$ cat config.mk
export PLATFORM = sky130hd
export DESIGN_NAME = tone_sequencer
export DESIGN_NICKNAME = d
export VERILOG_FILES = /design/src/rtl/tone_sequencer.sv
export SDC_FILE = /design/constraint.sdc
export NUM_CORES = 1
export LEC_CHECK = 0
export BUFFER_PORTS_ARGS = -buffer_cell sky130_fd_sc_hd__buf_4
export CORE_MARGIN = 5
export CORE_UTILIZATION = 50
export DETAILED_ROUTE_END_ITERATION = 10
export PLACE_DENSITY = 0.68
export SETUP_SLACK_MARGIN = 0.1
export SYNTH_ARGS = -nofsm -noshare
export SYNTH_HDL_FRONTEND = slang
export SYNTH_SLANG_ARGS = --single-unit
$ cat constraint.sdc
create_clock -name clk -period 3.85 [get_ports clk]
set_input_delay 0.1925 -clock clk [delete_from_list [all_inputs] [get_ports clk]]
set_output_delay 0.1925 -clock clk [all_outputs]
set_load 0.02 [all_outputs]
$ cat src/rtl/tone_sequencer.sv
// Square-wave tone generator that plays a writable table of notes
// (half-period, duration) in order, with optional loop and inter-note gap.
module tone_sequencer #(
  parameter int unsigned CNT_W   = 16,
  parameter int unsigned DUR_W   = 24,
  parameter int unsigned ADDR_W  = 4,
  parameter int unsigned GAP_CYC = 0
) (
  input  logic              clk,
  input  logic              reset,
  input  logic              wr_en,
  input  logic [ADDR_W-1:0] wr_addr,
  input  logic [CNT_W-1:0]  wr_period,
  input  logic [DUR_W-1:0]  wr_dur,
  input  logic              start,
  input  logic              stop,
  input  logic              loop,
  input  logic [ADDR_W-1:0] last_idx,
  output logic              speaker,
  output logic              busy,
  output logic [ADDR_W-1:0] note_idx,
  output logic              done
);

  localparam int unsigned DEPTH    = 2 ** ADDR_W;
  localparam int unsigned GAP_W    = (GAP_CYC > 1) ? $clog2(GAP_CYC) : 1;
  localparam int unsigned GAP_LAST = (GAP_CYC == 0) ? 0 : GAP_CYC - 1;
  localparam bit          HAS_GAP  = (GAP_CYC != 0);

  typedef enum logic [1:0] {
    IDLE = 2'd0,
    PLAY = 2'd1,
    GAP  = 2'd2
  } state_t;

  state_t state_q, state_d;

  logic [CNT_W-1:0]  tbl_period [DEPTH];
  logic [DUR_W-1:0]  tbl_dur    [DEPTH];

  logic [CNT_W-1:0]  cur_period_q, cur_period_d;
  logic [DUR_W-1:0]  cur_dur_q, cur_dur_d;
  logic [CNT_W-1:0]  tone_cnt_q, tone_cnt_d;
  logic [DUR_W-1:0]  dur_cnt_q, dur_cnt_d;
  logic [GAP_W-1:0]  gap_cnt_q, gap_cnt_d;
  logic [ADDR_W-1:0] last_q, last_d;
  logic              loop_q, loop_d;
  logic              speaker_d, busy_d, done_d;
  logic [ADDR_W-1:0] note_idx_d;
  logic              load, adv;
  logic [ADDR_W-1:0] load_idx;

  // Note table: writable in any state, untouched by reset
  always_ff @(posedge clk) begin
    if (wr_en) begin
      tbl_period[wr_addr] <= wr_period;
      tbl_dur[wr_addr]    <= wr_dur;
    end
  end

  always_ff @(posedge clk) begin
    if (reset) begin
      state_q      <= IDLE;
      cur_period_q <= '0;
      cur_dur_q    <= '0;
      tone_cnt_q   <= '0;
      dur_cnt_q    <= '0;
      gap_cnt_q    <= '0;
      last_q       <= '0;
      loop_q       <= 1'b0;
      speaker      <= 1'b0;
      busy         <= 1'b0;
      done         <= 1'b0;
      note_idx     <= '0;
    end else begin
      state_q      <= state_d;
      cur_period_q <= cur_period_d;
      cur_dur_q    <= cur_dur_d;
      tone_cnt_q   <= tone_cnt_d;
      dur_cnt_q    <= dur_cnt_d;
      gap_cnt_q    <= gap_cnt_d;
      last_q       <= last_d;
      loop_q       <= loop_d;
      speaker      <= speaker_d;
      busy         <= busy_d;
      done         <= done_d;
      note_idx     <= note_idx_d;
    end
  end

  always_comb begin
    state_d      = state_q;
    cur_period_d = cur_period_q;
    cur_dur_d    = cur_dur_q;
    tone_cnt_d   = tone_cnt_q;
    dur_cnt_d    = dur_cnt_q;
    gap_cnt_d    = gap_cnt_q;
    last_d       = last_q;
    loop_d       = loop_q;
    speaker_d    = speaker;
    done_d       = 1'b0;
    note_idx_d   = note_idx;
    load         = 1'b0;
    adv          = 1'b0;
    load_idx     = '0;

    case (state_q)
      IDLE: begin
        speaker_d = 1'b0;
        if (start && !stop) begin
          load   = 1'b1;
          last_d = last_idx;
          loop_d = loop;
        end
      end
      PLAY: begin
        if (stop) begin
          state_d   = IDLE;
          speaker_d = 1'b0;
        end else begin
          if (cur_period_q == '0) begin
            speaker_d = 1'b0;
          end else if (tone_cnt_q == cur_period_q) begin
            tone_cnt_d = '0;
            speaker_d  = ~speaker;
          end else begin
            tone_cnt_d = tone_cnt_q + CNT_W'(1);
          end
          dur_cnt_d = dur_cnt_q + DUR_W'(1);
          if (dur_cnt_q == cur_dur_q) begin
            if (HAS_GAP) begin
              state_d   = GAP;
              speaker_d = 1'b0;
              gap_cnt_d = '0;
            end else begin
              adv = 1'b1;
            end
          end
        end
      end
      GAP: begin
        speaker_d = 1'b0;
        if (stop) begin
          state_d = IDLE;
        end else if (gap_cnt_q == GAP_W'(GAP_LAST)) begin
          adv = 1'b1;
        end else begin
          gap_cnt_d = gap_cnt_q + GAP_W'(1);
        end
      end
      default: state_d = IDLE;
    endcase

    // End of a note: next entry, wrap to 0 when looping, or finish
    if (adv) begin
      if (note_idx != last_q) begin
        load     = 1'b1;
        load_idx = note_idx + ADDR_W'(1);
      end else if (loop_q) begin
        load = 1'b1;
      end else begin
        state_d   = IDLE;
        speaker_d = 1'b0;
        done_d    = 1'b1;
      end
    end

    if (load) begin
      state_d      = PLAY;
      cur_period_d = tbl_period[load_idx];
      cur_dur_d    = tbl_dur[load_idx];
      tone_cnt_d   = '0;
      dur_cnt_d    = '0;
      speaker_d    = 1'b0;
      note_idx_d   = load_idx;
    end

    busy_d = (state_d != IDLE);
  end

endmodule

==> results of run 1 <==
per-stage QoR:
stage / instance area, µm² / hold slack (ns) / power, W / setup WS [ns]
floorplan: 29600 / 0.291 / 0.00926 / 0.217
global placement: 31100 / 0.461 / 0.00950 / 0.780
detailed placement: 31100 / 0.467 / 0.00953 / 0.682
CTS: 33900 / 0.0963 / 0.0165 / 0.678
global route: 33900 / 0.145 / 0.0169 / 0.431
finish: 33900 / 0.144 / 0.0164 / 0.685
area by class of cell:
cell class,instances,area (µm²)
clock buffer,109,2110
multi-input combinational,1143,7910
clock inverter,31,264
tap,773,967
timing repair buffer,149,1380
sequential,734,21100
fill,4570,24900
inverter,49,184
cells in the mapped netlist, types with 6 or more instances:
cell type | count | share of area
edfxtp_1 | 640 | 0.65
nor2_1 | 239 | 0.030
o21ai_0 | 139 | 0.024
dfxtp_1 | 94 | 0.064
clkbuf_1 | 88 | 0.011
mux2i_1 | 88 | 0.030
mux2_2 | 79 | 0.030
nor3b_1 | 79 | 0.020
o22ai_1 | 78 | 0.016
nand2_1 | 61 | 0.0077
xnor2_1 | 56 | 0.017
inv_1 | 49 | 0.0062
a32oi_1 | 40 | 0.012
a41oi_1 | 40 | 0.012
o21bai_1 | 39 | 0.0099
a221oi_1 | 29 | 0.0086
buf_2 | 29 | 0.0049
xor2_1 | 27 | 0.0080
o21ai_1 | 23 | 0.0039
nand4_1 | 18 | 0.0038
nand3_1 | 17 | 0.0029
a221oi_2 | 10 | 0.0051
nor3_1 | 10 | 0.0017
a21oi_1 | 8 | 0.0014
and3_1 | 8 | 0.0017
buf_1 | 8 | 0.0010
buf_4 | 8 | 0.0020
nor2b_1 | 8 | 0.0017
ha_1 | 7 | 0.0030
nand2b_1 | 6 | 0.0013
nor4_1 | 6 | 0.0013
cells by family after synthesis:
| family | count (synthesis) | share of synthesized area |
|---|---|---|
| DFF | 734 | 0.713 |
| buffers and inverters | 183 | 0.0255 |
| adders and majority gates | 7 | 0.00296 |
| muxes | 168 | 0.0606 |
| and+or+nand+nor | 466 | 0.0773 |
| AOI/OAI and AO/OA | 419 | 0.0964 |
| xor gates and xnor gates | 83 | 0.0246 |
worst max-delay path: cells and delay by family (launching register included):
family	cells	cell delay (ns)
compound gates	4	0.75
fa+ha+maj	1	0.16
buf+inv	4	0.99
flops	1	0.34
simple gates	4	0.80
flip-flops by register name, summed over array words and instances (netlist names), 2 cells and up:
register      flops
tbl_dur         384
note_idx          4
cur_dur_q        24
state_q           2
tone_cnt_q       16
last_q            4
dur_cnt_q        24
cur_period_q     16
tbl_period      256
final timing paths:
path | from | to | slack, ns
hold / removal | stop | dur_cnt_q[1]$_SDFFE_PP0P_ | 0.14
hold reg to reg | loop_q$_SDFFE_PP0P_ | loop_q$_SDFFE_PP0P_ | 0.51
setup reg to reg | state_q[1]$_SDFF_PP0_ | cur_dur_q[6]$_SDFFE_PP0P_ | 0.68
setup / recovery | state_q[1]$_SDFF_PP0_ | cur_dur_q[6]$_SDFFE_PP0P_ | 0.68
what timing repair did:
item,in CTS,in global routing
hold buffers,45,0
hold endpoints to repair,645,0
setup endpoints to repair,0,0
per-layer routing:
layer,vias to the layer above,share of wire,track usage
met2,712,0.47,0.348
met4,2,0.024,0.0725
met5,-,0.00018,0
met3,106,0.079,0.0441
met1,9089,0.43,0.316
li1,8046,-,-
report_power, final:
part | internal (W) | switching [W] | leakage [nW]
registers | 0.00882 | 0.0000765 | 6.55
clock network | 0.00403 | 0.00299 | 1.15
logic | 0.000186 | 0.000322 | 2.97
==> impl_metrics.env, run 1 <==
export IMPL_slew_headroom=0.313
export IMPL_cp_arrival_ns=3.65
export IMPL_coreArea_mm2=0.0588
export IMPL_dp_cells=2803
export IMPL_start_util=0.503
export IMPL_end_kind="flop"
export IMPL_worst_pin_slew_ns=1.03
export IMPL_dp_hpwl_mm=39.2
export IMPL_cts_inserted_buffers=75
export IMPL_grt_pass1_vias=17800
export IMPL_ys_types=53
export IMPL_final_cell_mix="edfxtp_1 (640), nor2_1 (225), o21ai_0 (139), dfxtp_1 (93), buf_4 (92)"
export IMPL_post_route_util=0.577
export IMPL_fin_crit_ns=3.17
export IMPL_antennaDiodeCount=0
export IMPL_die_w_um=253
export IMPL_grt_max_degree=203
export IMPL_drv_cap=0
export IMPL_finalSetupViolCount=0
export IMPL_drt_iter0_markers=1767
export IMPL_drt_wl_total_mm=72.0
export IMPL_synth_seq_cells=734
export IMPL_ys_flop_type="edfxtp_1"
export IMPL_crit_path_cell_trace="inv_1 -> ha_1 -> nor2b_1 -> buf_4 -> nand3_1 -> nor4_4 -> a21oi_4 -> buf_4 -> nor2_4 -> buf_4 -> a221oi_1 -> a32oi_1 -> a41oi_1"
export IMPL_final_nets=2213
export IMPL_dr_pass1_iters=5
export IMPL_power_density_mw_per_mm2=484
export IMPL_cts_sinks=734
export IMPL_avgSynthCellArea_um2=14.4
export IMPL_status="finished, final reports clean"
export IMPL_ioPinCount=61
export IMPL_track_usage=0.222
export IMPL_rsz0062_at_grt="false"
export IMPL_synth_area_mm2=0.0296
export IMPL_ir_worst_vdd_v=0.000311
export IMPL_hold_violations=0
export IMPL_ctsResizeCount=0
export IMPL_synth_nets=2121
export IMPL_clockRootBuffer="clkbuf_16"
export IMPL_clockBufferDepth=3
export IMPL_tritoncts="built"
export IMPL_port_buffers=60
export IMPL_ys_seq_area_frac=0.713
export IMPL_rows=89
export IMPL_route_detailed_drc=0
export IMPL_die_h_um=253
export IMPL_rr_worst_depth=13
export IMPL_gr_total_overflow=0
export IMPL_cpMostUsedCell="buf_4"
export IMPL_vias=18000
export IMPL_antenna_left=0
export IMPL_wire_per_inst_um=24.1
export IMPL_start_kind="flop"
export IMPL_skew_ns=0.0283
export IMPL_period_share=0.822
export IMPL_antenna_found_initial=2
export IMPL_netlist_instances=2060
export IMPL_dieArea_mm2=0.0642
export IMPL_path_class="flop to flop"
export IMPL_required_ns=4.33
export IMPL_hp_class="primary input to flop"
export IMPL_drive_gt1_frac=0.151
export IMPL_fin_setup_tns_ns=0
export IMPL_cpPeakStageDelay_ns=0.43
export IMPL_synth_edff_count=640
export IMPL_crit_path_max_fanout=29
export IMPL_place_congestion=0.871
export IMPL_async_reset_ff_frac=0
export IMPL_layout_commonest_cell="edfxtp_1"
export IMPL_cts_setup_buffers=0
export IMPL_final_max_slew_viol_count=0
export IMPL_worst_path_max_delay_cell="buf_4"
export IMPL_htree_levels=3
export IMPL_final_cells=2988
export IMPL_grt_pass1_wl_mm=108
export IMPL_ys_warn_count=0
export IMPL_fmax_ghz=0.316
export IMPL_vias_per_cell=6.01
export IMPL_clkLatencyLatePin_ns=0.62
export IMPL_hold_path_depth=5
export IMPL_clk_pin_slew_ns=0.06
export IMPL_areaGrowthSynthToFinish_pct=14.6
export IMPL_leakage_nw=10.7
(Power assumes the default switching activity.)
==> run 2, diff against run 1 <==
Clock period 3.85 ns to 2.6 ns, I/O delays scaled along.
==> impl_metrics.env, run 2 (synthesized netlist as in run 1, its figures left out) <==
export IMPL_rows=89
export IMPL_die_h_um=253
export IMPL_port_buffers=60
export IMPL_startpoint="cur_dur_q[5]$_SDFFE_PP0P_"
export IMPL_antenna_found_initial=0
export IMPL_gr_total_overflow=0
export IMPL_dr_pass1_iters=5
export IMPL_tritoncts="built"
export IMPL_layout_commonest_cell="edfxtp_1"
export IMPL_hp_class="primary input to flop"
export IMPL_cpLargestDelayFamily="simple AND/OR/NAND/NOR gates"
export IMPL_htree_levels=3
export IMPL_route_detailed_drc=0
export IMPL_coreArea_mm2=0.0588
export IMPL_cp_arrival_ns=2.99
export IMPL_clk_pin_slew_ns=0.06
export IMPL_top_regs="tbl_dur: 384 flops, tbl_period: 256 flops"
export IMPL_place_congestion=0.822
export IMPL_clockRootBuffer="clkbuf_16"
export IMPL_vias=18300
export IMPL_final_nets=2280
export IMPL_die_w_um=253
export IMPL_ir_worst_vdd_v=0.000526
export IMPL_cpPeakStageDelay_ns=0.39
export IMPL_drt_wl_total_mm=73.9
export IMPL_ioPinCount=61
export IMPL_critPathBufInv=2
export IMPL_antennaDiodeCount=0
export IMPL_finalSetupViolCount=0
export IMPL_clkLatencyLatePin_ns=0.62
export IMPL_r2r_start="cur_dur_q[5]$_SDFFE_PP0P_"
export IMPL_track_usage=0.226
export IMPL_skew_ns=0.0253
export IMPL_fmax_ghz=0.398
export IMPL_grt_busiest_layer="met2"
export IMPL_vias_per_cell=5.98
export IMPL_drt_iter0_markers=1990
export IMPL_end_kind="flop"
export IMPL_crit_path_cell_trace="xnor2_1 -> nand4_1 -> nor4b_4 -> a21oi_4 -> buf_12 -> buf_12 -> nor3b_2 -> o21ai_1 -> a32oi_2 -> a41oi_2"
export IMPL_dp_cells=2852
export IMPL_start_util=0.503
export IMPL_clockBufferDepth=3
export IMPL_period_share=0.966
export IMPL_fin_crit_ns=2.51
export IMPL_start_kind="flop"
export IMPL_nFillCells=4388
export IMPL_drv_cap=0
export IMPL_grt_use_met2=0.354
export IMPL_required_ns=3.08
export IMPL_crit_path_max_fanout=30
export IMPL_worst_path_max_delay_cell="dfxtp_1"
export IMPL_final_max_slew_viol_count=0
export IMPL_use_met1=0.330
export IMPL_areaGrowthSynthToFinish_pct=19.8
export IMPL_power_density_mw_per_mm2=690
export IMPL_hold_violations=0
export IMPL_grt_pass1_wl_mm=111
export IMPL_cts_sinks=734
export IMPL_cpMostUsedCell="buf_12"
export IMPL_final_cells=3055
export IMPL_largest_register="tbl_dur"
export IMPL_cts_inserted_buffers=75
export IMPL_use_met3=0.0368
export IMPL_antenna_left=0
export IMPL_leakage_nw=11.2
export IMPL_status="finished, final reports clean"
export IMPL_slew_headroom=0.530
export IMPL_path_class="flop to flop"
export IMPL_dp_hpwl_mm=38.8
export IMPL_worstHoldStart="stop"
export IMPL_hold_ws_ns=0.146
export IMPL_grt_pass1_vias=18100
export IMPL_final_cell_mix="edfxtp_1 (640), nor2_1 (220), buf_4 (112), o21ai_0 (104), mux2i_1 (88)"
export IMPL_wire_per_inst_um=24.2
export IMPL_rsz0062_at_grt="true"
export IMPL_dieArea_mm2=0.0642
export IMPL_largest_reg_flops=384
export IMPL_worst_pin_slew_ns=0.705
export IMPL_drive_gt1_frac=0.216
export IMPL_grt_max_degree=127
-- run 2: changes by cell type in the layout (fill, tap and decap cells not counted), sizes merged --
| cell | delta |
|---|---|
| dlygate4sd3 | +3 |
| clkbuf | +4 |
| clkinvlp | -1 |
| buf | +63 |
| clkinv | -2 |
-- run 2: area by class of cell --
class,instances,area (µm²),share of cell area
Timing Repair Buffer,216,2400,0.0678
Clock inverter,28,258,0.00727
Tap cell,773,967,0.0273
Clock buffer,112,2140,0.0603
Inverter,49,189,0.00533
Sequential cell,734,21100,0.596
Multi-Input combinational cell,1143,8350,0.236
-- run 2: tightest hold or removal path: cells and delay by family --
kind	cells	cell delay, ns
buf+inv	2	0.22
simple gates	2	0.15
compound gates	2	0.22
-- run 2: stage by stage --
step / power, W / utilization / TNS [ns] / instance area, µm² / setup WS [ns]
3_5_place_dp: 0.0142 / 0.542 / -1.22 / 31900 / -0.0891
2_1_floorplan: 0.0137 / - / -24.56 / 29600 / -0.205
6_report: 0.0245 / 0.603 / 0 / 35400 / 0.0883
3_3_place_gp: 0.0141 / 0.542 / -0.00504 / 31900 / -0.00504
4_1_cts: 0.0246 / 0.595 / 0 / 35000 / 0.101
5_1_grt: 0.0252 / 0.603 / -0.205 / 35400 / -0.0278
-- run 2: final timing paths --
check                                   end  depth (start not counted)  slack, ns
setup / recovery  cur_dur_q[6]$_SDFFE_PP0P_                         10       0.09
hold / removal        state_q[0]$_SDFF_PP0_                          6       0.15
setup reg to reg  cur_dur_q[6]$_SDFFE_PP0P_                         10       0.09
hold reg to reg      last_q[1]$_SDFFE_PP0P_                          2       0.53
-- run 2: layer usage --
layer / share of wire / routed length, µm
met5: 0 / 0
met4: 0.021 / 1550
met3: 0.079 / 5870
met2: 0.47 / 35100
met1: 0.42 / 31400
-- run 2: where the power goes --
part | switching (W) | internal [W]
Sequential | 0.000121 | 0.0131
Clock | 0.00442 | 0.00603
Combinational | 0.000498 | 0.000334
Total | 0.00504 | 0.0194
-- run 2: timing repair --
item	in CTS	in global routing
hold buffers	48	0
pin swaps	12	44
setup endpoints to repair	56	61
gates cloned	2	1
setup buffers	2	10
hold endpoints to repair	647	0
resized for setup	51	108
